--- config.mk ---
export PLATFORM = sky130hd
export DESIGN_NAME = phy_link_monitor
export DESIGN_NICKNAME = d
export VERILOG_FILES = /design/src/rtl/phy_link_monitor_pkg.sv /design/src/rtl/link_timer.sv /design/src/rtl/phy_link_monitor.sv
export SDC_FILE = /design/constraint.sdc
export NUM_CORES = 1
export LEC_CHECK = 0
export ABC_CLOCK_PERIOD_IN_PS = 1700
export BUFFER_PORTS_ARGS = -buffer_cell sky130_fd_sc_hd__buf_4
export CAP_MARGIN = 40
export CELL_PAD_IN_SITES_DETAIL_PLACEMENT = 2
export CELL_PAD_IN_SITES_GLOBAL_PLACEMENT = 2
export CORE_UTILIZATION = 31
export CTS_CLUSTER_DIAMETER = 60
export DETAILED_ROUTE_END_ITERATION = 8
export GPL_ROUTABILITY_DRIVEN = 0
export PLACE_DENSITY_LB_ADDON = 0.25
export SLEW_MARGIN = 40
export SYNTH_ARGS = -nofsm -noshare
export SYNTH_HDL_FRONTEND = slang
export SYNTH_SLANG_ARGS = --single-unit
--- constraint.sdc ---
create_clock -name clk -period 1.7 [get_ports clk]
set_clock_uncertainty 0.05 [all_clocks]
set_input_delay 0.255 -clock clk [delete_from_list [all_inputs] [get_ports clk]]
set_output_delay 0.255 -clock clk [all_outputs]
set_load 0.01 [all_outputs]
--- src/rtl/phy_link_monitor_pkg.sv ---
// Shared state encoding and sizing helpers for the 100BASE-X link monitor.
// No latency of its own: declarations only.
// No flow control: declarations only.
package phy_link_monitor_pkg;

    typedef enum logic [1:0] {
        LM_DOWN      = 2'd0,
        LM_STABILIZE = 2'd1,
        LM_UP        = 2'd2,
        LM_LOOPBACK  = 2'd3
    } lm_state_t;

    // Width to hold values 0..n-1. Never returns zero, so a one-value counter still gets a bit.
    function automatic int lm_width(input int n);
        return (n > 1) ? $clog2(n) : 1;
    endfunction

endpackage

--- src/rtl/link_timer.sv ---
// Loadable down-counter with a zero flag, used as the link stabilize timer.
// Latency: load/decrement take effect at the next edge; zero is combinational from the count.
// No backpressure: counting simply stops at zero.
module link_timer #(
    parameter int WIDTH = 8
) (
    input  logic             clk,
    input  logic             rst_n,
    input  logic             load,
    input  logic [WIDTH-1:0] load_val,
    input  logic             en,
    output logic             zero
);

    logic [WIDTH-1:0] count;

    always_ff @(posedge clk) begin
        if (!rst_n) begin
            count <= '0;
        end else if (load) begin
            count <= load_val;
        end else if (en && (count != '0)) begin
            count <= count - WIDTH'(1);
        end
    end

    assign zero = (count == '0);

endmodule

--- src/rtl/phy_link_monitor.sv ---
// PMA link-status monitor: stabilize timer, lock-loss filter, loopback handling and a fail counter.
// Latency: link_status rises N edges after signal_status is first sampled in DOWN; N is the stabilize length.
// No backpressure: all inputs are sampled every cycle.
module phy_link_monitor
    import phy_link_monitor_pkg::*;
#(
    parameter int STABILIZE_CYCLES      = 50000,
    parameter int TEST_STABILIZE_CYCLES = 16,
    parameter int LOCK_LOSS_CYCLES      = 4,
    parameter int CNT_WIDTH             = 8
) (
    input  logic                 clk,
    input  logic                 rst_n,
    input  logic                 signal_status,
    input  logic                 locked,
    input  logic                 loopback,
    input  logic                 test_mode,
    input  logic                 clr_count,
    output logic                 desc_enable,
    output logic                 link_status,
    output logic                 link_changed,
    output logic [CNT_WIDTH-1:0] link_fail_count,
    output logic [1:0]           state
);

    localparam int TMAX = (STABILIZE_CYCLES > TEST_STABILIZE_CYCLES) ?
                          STABILIZE_CYCLES : TEST_STABILIZE_CYCLES;
    localparam int TW   = lm_width(TMAX);
    localparam int LW   = $clog2(LOCK_LOSS_CYCLES + 1);

    localparam logic [TW-1:0] LOAD_NORMAL = TW'(STABILIZE_CYCLES - 1);
    localparam logic [TW-1:0] LOAD_TEST   = TW'(TEST_STABILIZE_CYCLES - 1);

    lm_state_t     cur_state, nxt_state;
    logic [LW-1:0] ll_cnt, ll_nxt, ll_inc;
    logic          loopback_last;
    logic          ls_nxt;
    logic          fail_inc;
    logic          tmr_load, tmr_en, tmr_zero;

    link_timer #(.WIDTH(TW)) u_timer (
        .clk      (clk),
        .rst_n    (rst_n),
        .load     (tmr_load),
        .load_val (test_mode ? LOAD_TEST : LOAD_NORMAL),
        .en       (tmr_en),
        .zero     (tmr_zero)
    );

    // Drop the descrambler enable for one cycle on each loopback edge to force a resync.
    assign desc_enable = loopback ? loopback_last : (signal_status && !loopback_last);
    assign ll_inc      = ll_cnt + LW'(1);

    always_comb begin
        nxt_state = cur_state;
        ls_nxt    = link_status;
        ll_nxt    = ll_cnt;
        fail_inc  = 1'b0;
        tmr_load  = 1'b0;
        tmr_en    = 1'b0;
        if (loopback) begin
            nxt_state = LM_LOOPBACK;
            ls_nxt    = locked;
            ll_nxt    = '0;
        end else begin
            unique case (cur_state)
                LM_DOWN: begin
                    ls_nxt = 1'b0;
                    if (signal_status) begin
                        nxt_state = LM_STABILIZE;
                        tmr_load  = 1'b1;
                    end
                end
                LM_STABILIZE: begin
                    ls_nxt = 1'b0;
                    if (!signal_status) begin
                        nxt_state = LM_DOWN;
                    end else if (!tmr_zero) begin
                        tmr_en = 1'b1;
                    end else if (locked) begin
                        nxt_state = LM_UP;
                        ls_nxt    = 1'b1;
                    end
                end
                LM_UP: begin
                    ls_nxt = 1'b1;
                    ll_nxt = locked ? '0 : ll_inc;
                    if (!signal_status || (!locked && (ll_inc == LW'(LOCK_LOSS_CYCLES)))) begin
                        nxt_state = LM_DOWN;
                        ls_nxt    = 1'b0;
                        ll_nxt    = '0;
                        fail_inc  = 1'b1;
                    end
                end
                LM_LOOPBACK: begin
                    nxt_state = LM_DOWN;
                    ls_nxt    = 1'b0;
                end
                default: nxt_state = LM_DOWN;
            endcase
        end
    end

    always_ff @(posedge clk) begin
        if (!rst_n) begin
            cur_state       <= LM_DOWN;
            ll_cnt          <= '0;
            loopback_last   <= 1'b0;
            link_status     <= 1'b0;
            link_changed    <= 1'b0;
            link_fail_count <= '0;
        end else begin
            cur_state     <= nxt_state;
            ll_cnt        <= ll_nxt;
            loopback_last <= loopback;
            link_status   <= ls_nxt;
            link_changed  <= (ls_nxt != link_status);
            if (clr_count) begin
                link_fail_count <= '0;
            end else if (fail_inc && (link_fail_count != '1)) begin
                link_fail_count <= link_fail_count + CNT_WIDTH'(1);
            end
        end
    end

    assign state = cur_state;

endmodule

# Yosys cells after proc, flatten, opt, wreduce, memory -nomap -nowiden
# Cells that the tools add are included.
# Widths: inputs -> output; s select.
# word_totals
out_inout_bits	13
inputBits	7
latchBits	0
romBits	0
mem_bits_rw	0
regBits	32
memories	0
# classes
mul	0
bitwise_logic	1
n_addsub	3
eq_ne	10
mux	29
magnitude_cmp	0
n_reduce_logical	16
shift	0
div_mod_pow	0
# op_table
operator	n
$mux 16	3
$logic_not 16->1	1
$mux 1	16
$reduce_bool 16->1	1
$sub 16x1->16 const B	1
$mux 2	6
$add 8x1->8 const B	1
$ne 4x4->1 const B	2
$ne 8x8->1 const B	1
$pmux 2 s4	1
$mux 3	2
$ne 3x3->1 const B	2
$reduce_or 2->1	3
$eq 2x2->1 const B	2
$logic_and 1x1->1	4
$reduce_and 4->1	1
$add 3x1->3 const B	1
$eq 3x3->1 const B	1
$logic_not 1->1	3
$pmux 1 s3	1
$eq 2x1->1 const B	1
$logic_not 2->1	1
$reduce_bool 2->1	1
$logic_or 1x1->1	1
2 further kinds	2

# Longest topological paths before layout
# Gate-level depths: netlist of run 1.
# logic_depth
depth_word	8
depth_mapped	7

# Modules after synthesis
# Synthesis of run 1 repeated with hierarchy kept, for this count alone.
# hier_totals
cells_unflattened	212
hier_area_um2	1771.7
# modules_own_cells
mod	seq_area_each_um2	instances	cells_each	area_each_um2
link_timer	320.3	1	114	922.1
phy_link_monitor	320.3	1	98	849.6

# Worst setup path before layout of run 1
# Ideal clock, no wire load.
# synth_timing
kind	reg-to-reg
start	register u_timer.count[0]
end	register u_timer.count[15]
setup_slack_ps	-147
required_ps	1534
n_path_buf	1
stages_incl_launch_ff	8
arrival_time_ps	1681
cell_sequence	dfxtp_1 inv_1 ha_1 nor2b_1 and4_1 clkbuf_2 or4_1 and3_1
# synth_between
elab_chain_len	7
word_cells_on_any_way	11
cone_classes	add/sub (1); mux (6); reduce/logical (4)
# synth_rtl
element	line_no	text
start: declaration	link_timer.sv:15	logic [WIDTH-1:0] count;
start signal: assignment	link_timer.sv:21	count <= load_val;
start signal: assignment	link_timer.sv:23	count <= count - WIDTH'(1);
branches (longest 7 deep; another with $sub 16x1->16)	--	
# Parallel ways; which one is timed is not known. The select of a mux whose other input is x is not followed.
# A chain may end at the register's enable or synchronous reset.

# Final worst setup path of run 1
# layout_timing
start	register link_fail_count[1]
end	register link_fail_count[1]
# layout_between
elab_chain_len	2
word_cells_on_any_way	3
cone_classes	add/sub (1); eq/ne (1); reduce/logical (1)
# layout_rtl
element	line_no	text
start: declaration	phy_link_monitor.sv:22	output logic [CNT_WIDTH-1:0] link_fail_count,
start signal: assignment	phy_link_monitor.sv:121	link_fail_count <= link_fail_count + CNT_WIDTH'(1);
branches (longest 2 deep; another with $add 8x1->8)	--	
# Parallel ways; which one is timed is not known.

==> results of run 1 <==
power by group through the flow:
stage | Combinational [W] | Clock (W) | Sequential, W
4_1_cts | 0.000675 | 0.000843 | 0.000832
3_3_place_gp | 0.000535 | 0 | 0.000841
5_1_grt | 0.000801 | 0.000892 | 0.000842
3_5_place_dp | 0.000559 | 0 | 0.000843
6_report | 0.000752 | 0.000829 | 0.000838
2_1_floorplan | 0.000306 | 0 | 0.000840
through the flow:
step / cells / hold slack (ps)
4_1_cts: 365 / 251
5_1_grt: 369 / 270
2_1_floorplan: 215 / 407
6_report: 369 / 262
3_3_place_gp: 348 / 406
3_5_place_dp: 348 / 428
synth_stat cells, types with 2 or more instances:
cell type	instances
a21oi_1	14
a31oi_1	4
and2_1	2
and3_1	5
buf_2	2
clkbuf_1	5
dfxtp_1	32
ha_1	4
inv_1	7
mux2i_1	5
nand2_1	11
nand2b_1	5
nand3_1	13
nand4_1	2
nor2_1	17
nor2b_1	3
nor3_1	8
nor3b_1	2
nor4_1	4
o21ai_0	12
o31ai_1	6
or2_2	3
or2b_1	2
or3_1	7
or4_1	8
critical path, cell delays in order (launching register included):
cell      delay, ps
dfxtp_1         380
ha_1            220
nand3_1         140
o221ai_4        310
buf_4           180
buf_4           110
mux2i_1         190
nor2_1           80
metal layers:
| layer | GRT usage [%] | part of all wire (%) | routed length (µm) | vias to the layer above |
|---|---|---|---|---|
| met2 | 43.7 | 54 | 4570 | 65 |
| met3 | 3.95 | 2.9 | 241 | 20 |
| met4 | 7.78 | 2.1 | 176 | 0 |
| met5 | 0 | 0 | 0 | - |
| met1 | 29.0 | 41 | 3440 | 1061 |
| li1 | - | - | - | 974 |
flip-flops by register name (all words and copies together) (netlist names):
name	cells
link_status	1
state	2
link_fail_count	8
ll_cnt	3
u_timer.count	16
loopback_last	1
link_changed	1
repair_timing:
item	in CTS	in global routing
endpoints found under the setup margin	27	27
setup buffers	8	4
cloned	1	0
pin swaps	15	11
resized for setup	31	23
cell type report:
type                    count  area (µm²)
multi-input cells         167        1350
inverters                   7        28.8
clock buffers               7        96.3
clock inverters             1        30.0
flip-flops and latches     32         662
fillers                   598        2670
repair buffers             83         649
well taps                  72        90.1
worst max-delay path by stage:
stage | slack (ps) | end | startpoint
6_report | -100 | link_fail_count[1]$_SDFFE_PP0P_ | link_fail_count[1]$_SDFFE_PP0P_
5_1_grt | -160 | link_fail_count[7]$_SDFFE_PP0P_ | ll_cnt[1]$_SDFFE_PP0N_
4_1_cts | -40 | link_fail_count[7]$_SDFFE_PP0P_ | ll_cnt[0]$_SDFFE_PP0N_
3_5_place_dp | -180 | u_timer.count[3]$_SDFFE_PN0P_ | u_timer.count[13]$_SDFFE_PN0P_
3_3_place_gp | -100 | link_fail_count[4]$_SDFFE_PP0P_ | ll_cnt[0]$_SDFFE_PP0N_
2_1_floorplan | -10 | state[0]$_SDFFE_PN0P_ | ll_cnt[0]$_SDFFE_PP0N_
logic make-up (layout without fill, tap and decap cells):
family          count (synthesis)  count (layout)  synth area share, %
compound gates                 49              49                 17.5
mux                             6               6                 3.37
buf+inv                        17              98                 3.92
fa+ha+maj                       4               4                 2.75
flops                          32              32                 35.2
xor+xnor                        1               1                0.482
simple gates                  106             107                 36.7
==> flow_summary.ini, run 1 <==
[run_status]
run_status = finished with violations
violations = negative setup slack

[critical_path]
r2r_start = link_fail_count[1]$_SDFFE_PP0P_
reg2reg_depth = 7
start_kind = register
cp_max_fo = 8
critPathArrivalTime_ps = 1900
r2r_slack_ps = -100
r2r-end = link_fail_count[1]$_SDFFE_PP0P_
cp.required_ps = 1810
crit_type = register to register
end_kind = register

[global_routing]
antenna_found_initial = 0
grtUsageTotal_pct = 24.3
grt_pass1_wl_um = 11600
grt_max_degree = 20
overflow = 0
first_global_vias = 2284

[layout]
areaGrowthSynthToFinish_pct = 59.5
fin_area_mm2 = 0.00290
layout_common_cells = buf_4 (76), dfxtp_1 (23), nor2_1 (16)
postLayoutCoreUtil_pct = 52.1
drive_gt1_share_pct = 49.5
final_common_cell = buf_4
nNetsFinal = 307
num_antenna_cells = 0

[floorplan]
die_height_um = 78.6
dieWidth_um = 78.6
core_mm2 = 0.00557
die-area_mm2 = 0.00618
start_util_pct = 32.6
num_rows = 27
pin_count = 20

[synthesis]
yosysTopAreaCell = dfxtp_1
ys_ff_latch = 32
syn_area_per_cell_um2 = 8.46
yosysWarningCount = 0
yosys-top-cells-area = dfxtp_1 (35%), a21oi_1 (3.9%), nand3_1 (3.6%)
synth.distinct_cells = 57
syn-num-nets = 226
synth_top_area_share_pct = 35.2
synthFlopType = dfxtp_1
synthesis.area_mm2 = 0.00182
synth-edff-count = 0
yosysSeqAreaShare_pct = 35.2
async_reset_ff_share_pct = 0
syn_inst = 215

[timing]
hold_viol = 0
period_share_pct = 106
worstMarginPinSlew_ps = 643
period_minus_slack_ps = 1800
max_freq_ghz = 0.557
setup_ws_ps = -95.9
finalSetupViolations = 17
slew_viol_final = 0
rsz0062_at_grt = true
slew-limit-headroom_pct = 56.8
timing.setup.tns_ps = -824

[drt]
drc_errors = 0
routedWlPerCell_um = 22.8
ant_nets = 0
drt-total-wl_um = 8430
vias = 2120
via_per_inst = 5.75
dr.first_iter.drc_count = 109
drtPass1Iterations = 4

[power_and_ir_drop]
powerDensity_mw_per_mm2 = 834
p_total_w = 0.00242
leakagePower_nw = 1.18
p_seq_share_pct = 34.6
p_sw_w = 0.000755
netSwitchingFraction_pct = 31.2
vdd_drop_max_mv = 0.450
clkPwrFrac_pct = 34.3
combPwrFrac_pct = 31.1
internal-power_w = 0.00166

[cts]
clk_pin_slew_ps = 80
tritoncts = done
cts_max_path_buffers = 2
cts_buffers = 5
hold_buffers = 0
cts_root_buffer = clkbuf_8
htreeDepth = 2
cts_sinks = 32
clock_latency_ps = 290

[placement]
io_buffers = 19
dp_hpwl_um = 4500
dp_slack_ps = -182
placed_cell_area_mm2 = 0.00244

[min_path]
whs_path_depth = 2
min_from = loopback
hold_class = input pin to register
min_to = state[1]$_SDFFE_PN0P_

[job]
drv_cap = 0
(Power assumes the default switching activity.)
==> inputs of run 2 (changes only) <==
Settings changed: ABC_CLOCK_PERIOD_IN_PS 1700 to 2300, CORE_MARGIN set to 1.5, CORE_UTILIZATION 31 to 37.
Clock period 1.7 ns to 2.3 ns, I/O delays scaled along.
==> run 2 against run 1 <==
The flow now finishes without violations. Global-route usage fell by 2.6 points. Worst setup slack improved by 310 ps. Maximum frequency fell by 14%. Cell count fell by 18%. Die area fell by 13%. Register-to-register slack improved by 310 ps. Power fell by 43%. Combinational power fell by 61%. Clock power fell by 45%. Sequential power fell by 26%. Via count fell by 17%. Wire length fell by 34%. Largest cell class unchanged. Highest routed layer unchanged.
==> flow_summary.ini, run 2 (same netlist as run 1, synthesis figures left out) <==
[run_status]
run_status = complete, no violations

[timing]
worstMarginPinSlew_ps = 606
timing.setup.tns_ps = 0
slew-limit-headroom_pct = 59.2
finalSetupViolations = 0
hold_ws_ps = 365
max_freq_ghz = 0.480
slew_viol_final = 0
hold_viol = 0
rsz0062_at_grt = false
period_share_pct = 90.6
period_minus_slack_ps = 2080

[cts]
cts_buffers = 5
postCtsSetupBuffers = 0
clk_pin_slew_ps = 70
cts_sinks = 32
clock_latency_ps = 280
htreeDepth = 2
hold_buffers = 0
cts_root_buffer = clkbuf_8
cts_max_path_buffers = 2
cts_resized = 0
tritoncts = done

[floorplan]
num_rows = 25
core_mm2 = 0.00472
pin_count = 20
dieWidth_um = 73.1
die-area_mm2 = 0.00535
start_util_pct = 38.5
die_height_um = 73.1

[critical_path]
crit_start = ll_cnt[0]$_SDFFE_PP0N_
r2r_slack_ps = 220
start_kind = register
slowest_delay_ps = 410
cp_max_fo = 11
critPathCapture = link_fail_count[6]$_SDFFE_PP0P_
r2r_start = ll_cnt[0]$_SDFFE_PP0N_
r2r-end = link_fail_count[6]$_SDFFE_PP0P_
path_common_cell = ha_1
cp_slowest_cell = or4_1
crit_type = register to register
end_kind = register
cp.required_ps = 2450
critPathArrivalTime_ps = 2240
crit_chain = ha_1 > ha_1 > nor2b_1 > o221ai_1 > buf_4 > or4_1 > a21oi_1
reg2reg_depth = 7

[layout]
final_common_cell = dfxtp_1
top_regs = u_timer.count (16), link_fail_count (8), ll_cnt (3)
nNetsFinal = 246
n_fill_cell = 528
drive_gt1_share_pct = 18.6
num_antenna_cells = 0
largest-register = u_timer.count
layout_common_cells = dfxtp_1 (32), buf_4 (23), nor2_1 (17)
postLayoutCoreUtil_pct = 44.9
areaGrowthSynthToFinish_pct = 16.6
largest_reg_flops = 16

[drt]
drc_errors = 0
routedWlPerCell_um = 18.4
dr.first_iter.drc_count = 54
drtPass1Iterations = 4
drt-total-wl_um = 5570
ant_nets = 0
via_per_inst = 5.83
vias = 1766

[placement]
io_buffers = 19
dp_hpwl_um = 4080

[min_path]
hold_class = input pin to register

[global_routing]
grtUsageTotal_pct = 21.7
grt_max_degree = 20
grt_pass1_wl_um = 8860
antenna_found_initial = 0
first_global_vias = 1852
overflow = 0

[power_and_ir_drop]
p_total_w = 0.00137
vdd_drop_max_mv = 0.319
powerDensity_mw_per_mm2 = 645
leakagePower_nw = 0.800

[job]
drv_cap = 0
## run 2: cell count changes in the layout (fill, tap and decap cells not counted), moves of 4 or more
cell     delta
a21oi_1     +4
nor3_1      +4
dfxtp_1     +9
dfxtp_4     -4
buf_6       -7
dfxtp_2     -5
a21oi_2     -4
buf_4      -53
## run 2: worst min path at each step
stage	start	endpoint	slack, ps	cells after the start
detailed placement	link_status$_SDFF_PN0_	link_changed$_SDFF_PN0_	430	2
CTS	loopback	loopback_last$_SDFF_PN0_	360	2
finish	rst_n	state[1]$_SDFFE_PN0P_	370	2
global placement	link_status$_SDFF_PN0_	link_changed$_SDFF_PN0_	400	2
floorplan	ll_cnt[2]$_SDFFE_PP0N_	ll_cnt[2]$_SDFFE_PP0N_	410	2
global route	loopback	loopback_last$_SDFF_PN0_	370	2
## run 2: area by class of cell
| type | instances | area [µm²] | area share (%) |
|---|---|---|---|
| clock buffers | 8 | 90.1 | 4.25 |
| inverters | 7 | 26.3 | 1.24 |
| repair buffers | 23 | 173 | 8.14 |
| well taps | 67 | 83.8 | 3.95 |
| flip-flops and latches | 32 | 641 | 30.2 |
| multi-input cells | 166 | 1110 | 52.2 |
## run 2: worst max-delay path: cells and delay by family (launching register included)
kind	cells	cell delay (ps)
buffers and inverters	1	230
DFF	1	350
adders and majority gates	2	360
and+or+nand+nor	2	610
AOI/OAI and AO/OA	2	380
## run 2: metrics by stage
| step | worst slack (ps) | cells | cell area (µm²) |
|---|---|---|---|
| 4_1_cts | 182 | 303 | 2120 |
| 5_1_grt | 69.5 | 303 | 2120 |
| 2_1_floorplan | 453 | 215 | 1820 |
| 3_3_place_gp | 309 | 295 | 2030 |
| 3_5_place_dp | 209 | 295 | 2030 |
| 6_report | 215 | 303 | 2120 |
## run 2: per-layer routing
layer	share of wire [%]	track usage (%)
met5	0	0
met4	0.36	4.40
met3	2.0	4.14
met2	55	43.3
met1	43	23.2
## run 2: report_power, final
group / total, W / switching, W / internal (W)
combinational: 0.000291 / 0.000173 / 0.000117
clock: 0.000457 / 0.000213 / 0.000244
sequential: 0.000621 / 0.0000420 / 0.000579
total: 0.00137 / 0.000428 / 0.000940
==> inputs of run 3 (changes only) <==
Settings changed: ABC_CLOCK_PERIOD_IN_PS 2300 to 2600, CTS_BUF_LIST set to sky130_fd_sc_hd__clkbuf_8 sky130_fd_sc_hd__clkbuf_16, SKIP_LAST_GASP set to 1.
Clock period 2.3 ns to 2.6 ns, I/O delays scaled along.
==> run 3 against run 2 <==
Flip-flop and latch count is the same. Largest power group unchanged. Worst hold slack gained 34 ps. Clock power grew 4%. Sequential power shrank 12%. Die area is the same.
==> flow_summary.ini, run 3 (same netlist as run 1, synthesis figures left out) <==
[critical_path]
start_kind = register
critPathArrivalTime_ps = 2330
r2r_start = u_timer.count[0]$_SDFFE_PN0P_
cp_max_fo = 7
crit_start = u_timer.count[0]$_SDFFE_PN0P_
crit_type = register to register
cp.required_ps = 2740
end_kind = register
reg2reg_depth = 6

[cts]
tritoncts = done
cts_max_path_buffers = 2
htreeDepth = 2
hold_buffers = 0
clock_latency_ps = 290
clk_pin_slew_ps = 70
cts_resized = 0
postCtsSetupBuffers = 0
cts_root_buffer = clkbuf_8
cts_sinks = 32
cts_buffers = 5

[drt]
drc_errors = 0
vias = 1715
routedWlPerCell_um = 17.6
drt-total-wl_um = 5280
ant_nets = 0
dr.first_iter.drc_count = 71
drtPass1Iterations = 4
via_per_inst = 5.72

[global_routing]
use_met3_pct = 3.73
grtUsageMet2_pct = 40.1
top_usage_layer = met2
overflow = 0
first_global_vias = 1866
met1_usage_pct = 24.8
grtUsageTotal_pct = 21.7
grt_max_degree = 20
grt_pass1_wl_um = 8960
antenna_found_initial = 0

[layout]
nNetsFinal = 243
ff_latch_area_um2 = 641
num_antenna_cells = 0
final_common_cell = dfxtp_1
areaGrowthSynthToFinish_pct = 16.2
multi_input_area_mm2 = 0.00111
layout_common_cells = dfxtp_1 (32), buf_4 (19), nor2_1 (17)
top_regs = u_timer.count (16), link_fail_count (8), ll_cnt (3)
largest-register = u_timer.count
n_fill_cell = 543
fin_area_mm2 = 0.00211
largest_reg_flops = 16
drive_gt1_share_pct = 18.0

[timing]
worstMarginPinSlew_ps = 680
period_minus_slack_ps = 2190
period_share_pct = 84.0
max_freq_ghz = 0.458
slew_viol_final = 0
hold_ws_ps = 399
slew-limit-headroom_pct = 54.0
finalSetupViolations = 0
hold_viol = 0
timing.setup.tns_ps = 0
rsz0062_at_grt = false

[power_and_ir_drop]
internal-power_w = 0.000890
p_total_w = 0.00127
p_sw_w = 0.000378
leakagePower_nw = 0.796
p_seq_share_pct = 43.2
vdd_drop_max_mv = 0.453
combPwrFrac_pct = 19.4
clkPwrFrac_pct = 37.4
powerDensity_mw_per_mm2 = 600
netSwitchingFraction_pct = 29.8

[min_path]
whs_path_depth = 2
hold_class = input pin to register
min_from = loopback

[floorplan]
dieWidth_um = 73.1
num_rows = 25
die_height_um = 73.1
core_mm2 = 0.00472
pin_count = 20
start_util_pct = 38.5
die-area_mm2 = 0.00535

[placement]
io_buffers = 19
dp_hpwl_um = 3840
placed_cell_area_mm2 = 0.00201

[run_status]
run_status = complete, no violations

[job]
drv_cap = 0
-- run 3: changes by cell type in the layout (fill, tap and decap cells not counted), sizes merged --
cell / change
buf: -3
bufinv: +1
clkbuf: -3
clkinv: +1
inv: +1
-- run 3: worst max-delay path, stage by stage, from the launching register on --
cell and delay [ps]:
dfxtp_1 360, inv_1 80, ha_1 180, nor3b_2 490, a41oi_2 340, or3_1 410
and3_1 170
-- run 3: cell type report --
cell class | instances | share of cell area [%]
tap | 67 | 3.97
inverter | 7 | 1.24
clock inverter | 3 | 1.84
clock buffer | 5 | 3.26
multi-input combinational | 166 | 52.4
timing repair buffer | 20 | 6.99
sequential | 32 | 30.3
-- run 3: power groups by stage --
stage | clock (W) | sequential, W | combinational [W]
2_1_floorplan | 0 | 0.000546 | 0.000188
3_3_place_gp | 0 | 0.000555 | 0.000230
3_5_place_dp | 0 | 0.000559 | 0.000247
4_1_cts | 0.000484 | 0.000547 | 0.000250
5_1_grt | 0.000505 | 0.000552 | 0.000275
6_report | 0.000475 | 0.000548 | 0.000246
-- run 3: through the flow --
step,worst slack (ps),util (%),std cells
after floorplan,753,-,215
after global placement,475,42.4,291
after detailed placement,429,42.5,292
after CTS,417,44.7,300
after global routing,288,44.7,300
final,415,44.7,300
-- run 3: routing by layer --
layer | share of wire (%) | vias to the layer above
li1 | - | 837
met4 | 1.6 | 0
met1 | 44 | 853
met2 | 53 | 15
met3 | 1.5 | 10
met5 | 0 | -
-- run 3: path summary, 6_finish.rpt --
path | slack [ps] | end
worst max-delay path | 410 | u_timer.count[0]$_SDFFE_PN0P_
worst min-delay path | 400 | loopback_last$_SDFF_PN0_
worst max register to register | 410 | u_timer.count[0]$_SDFFE_PN0P_
worst min register to register | 430 | link_changed$_SDFF_PN0_
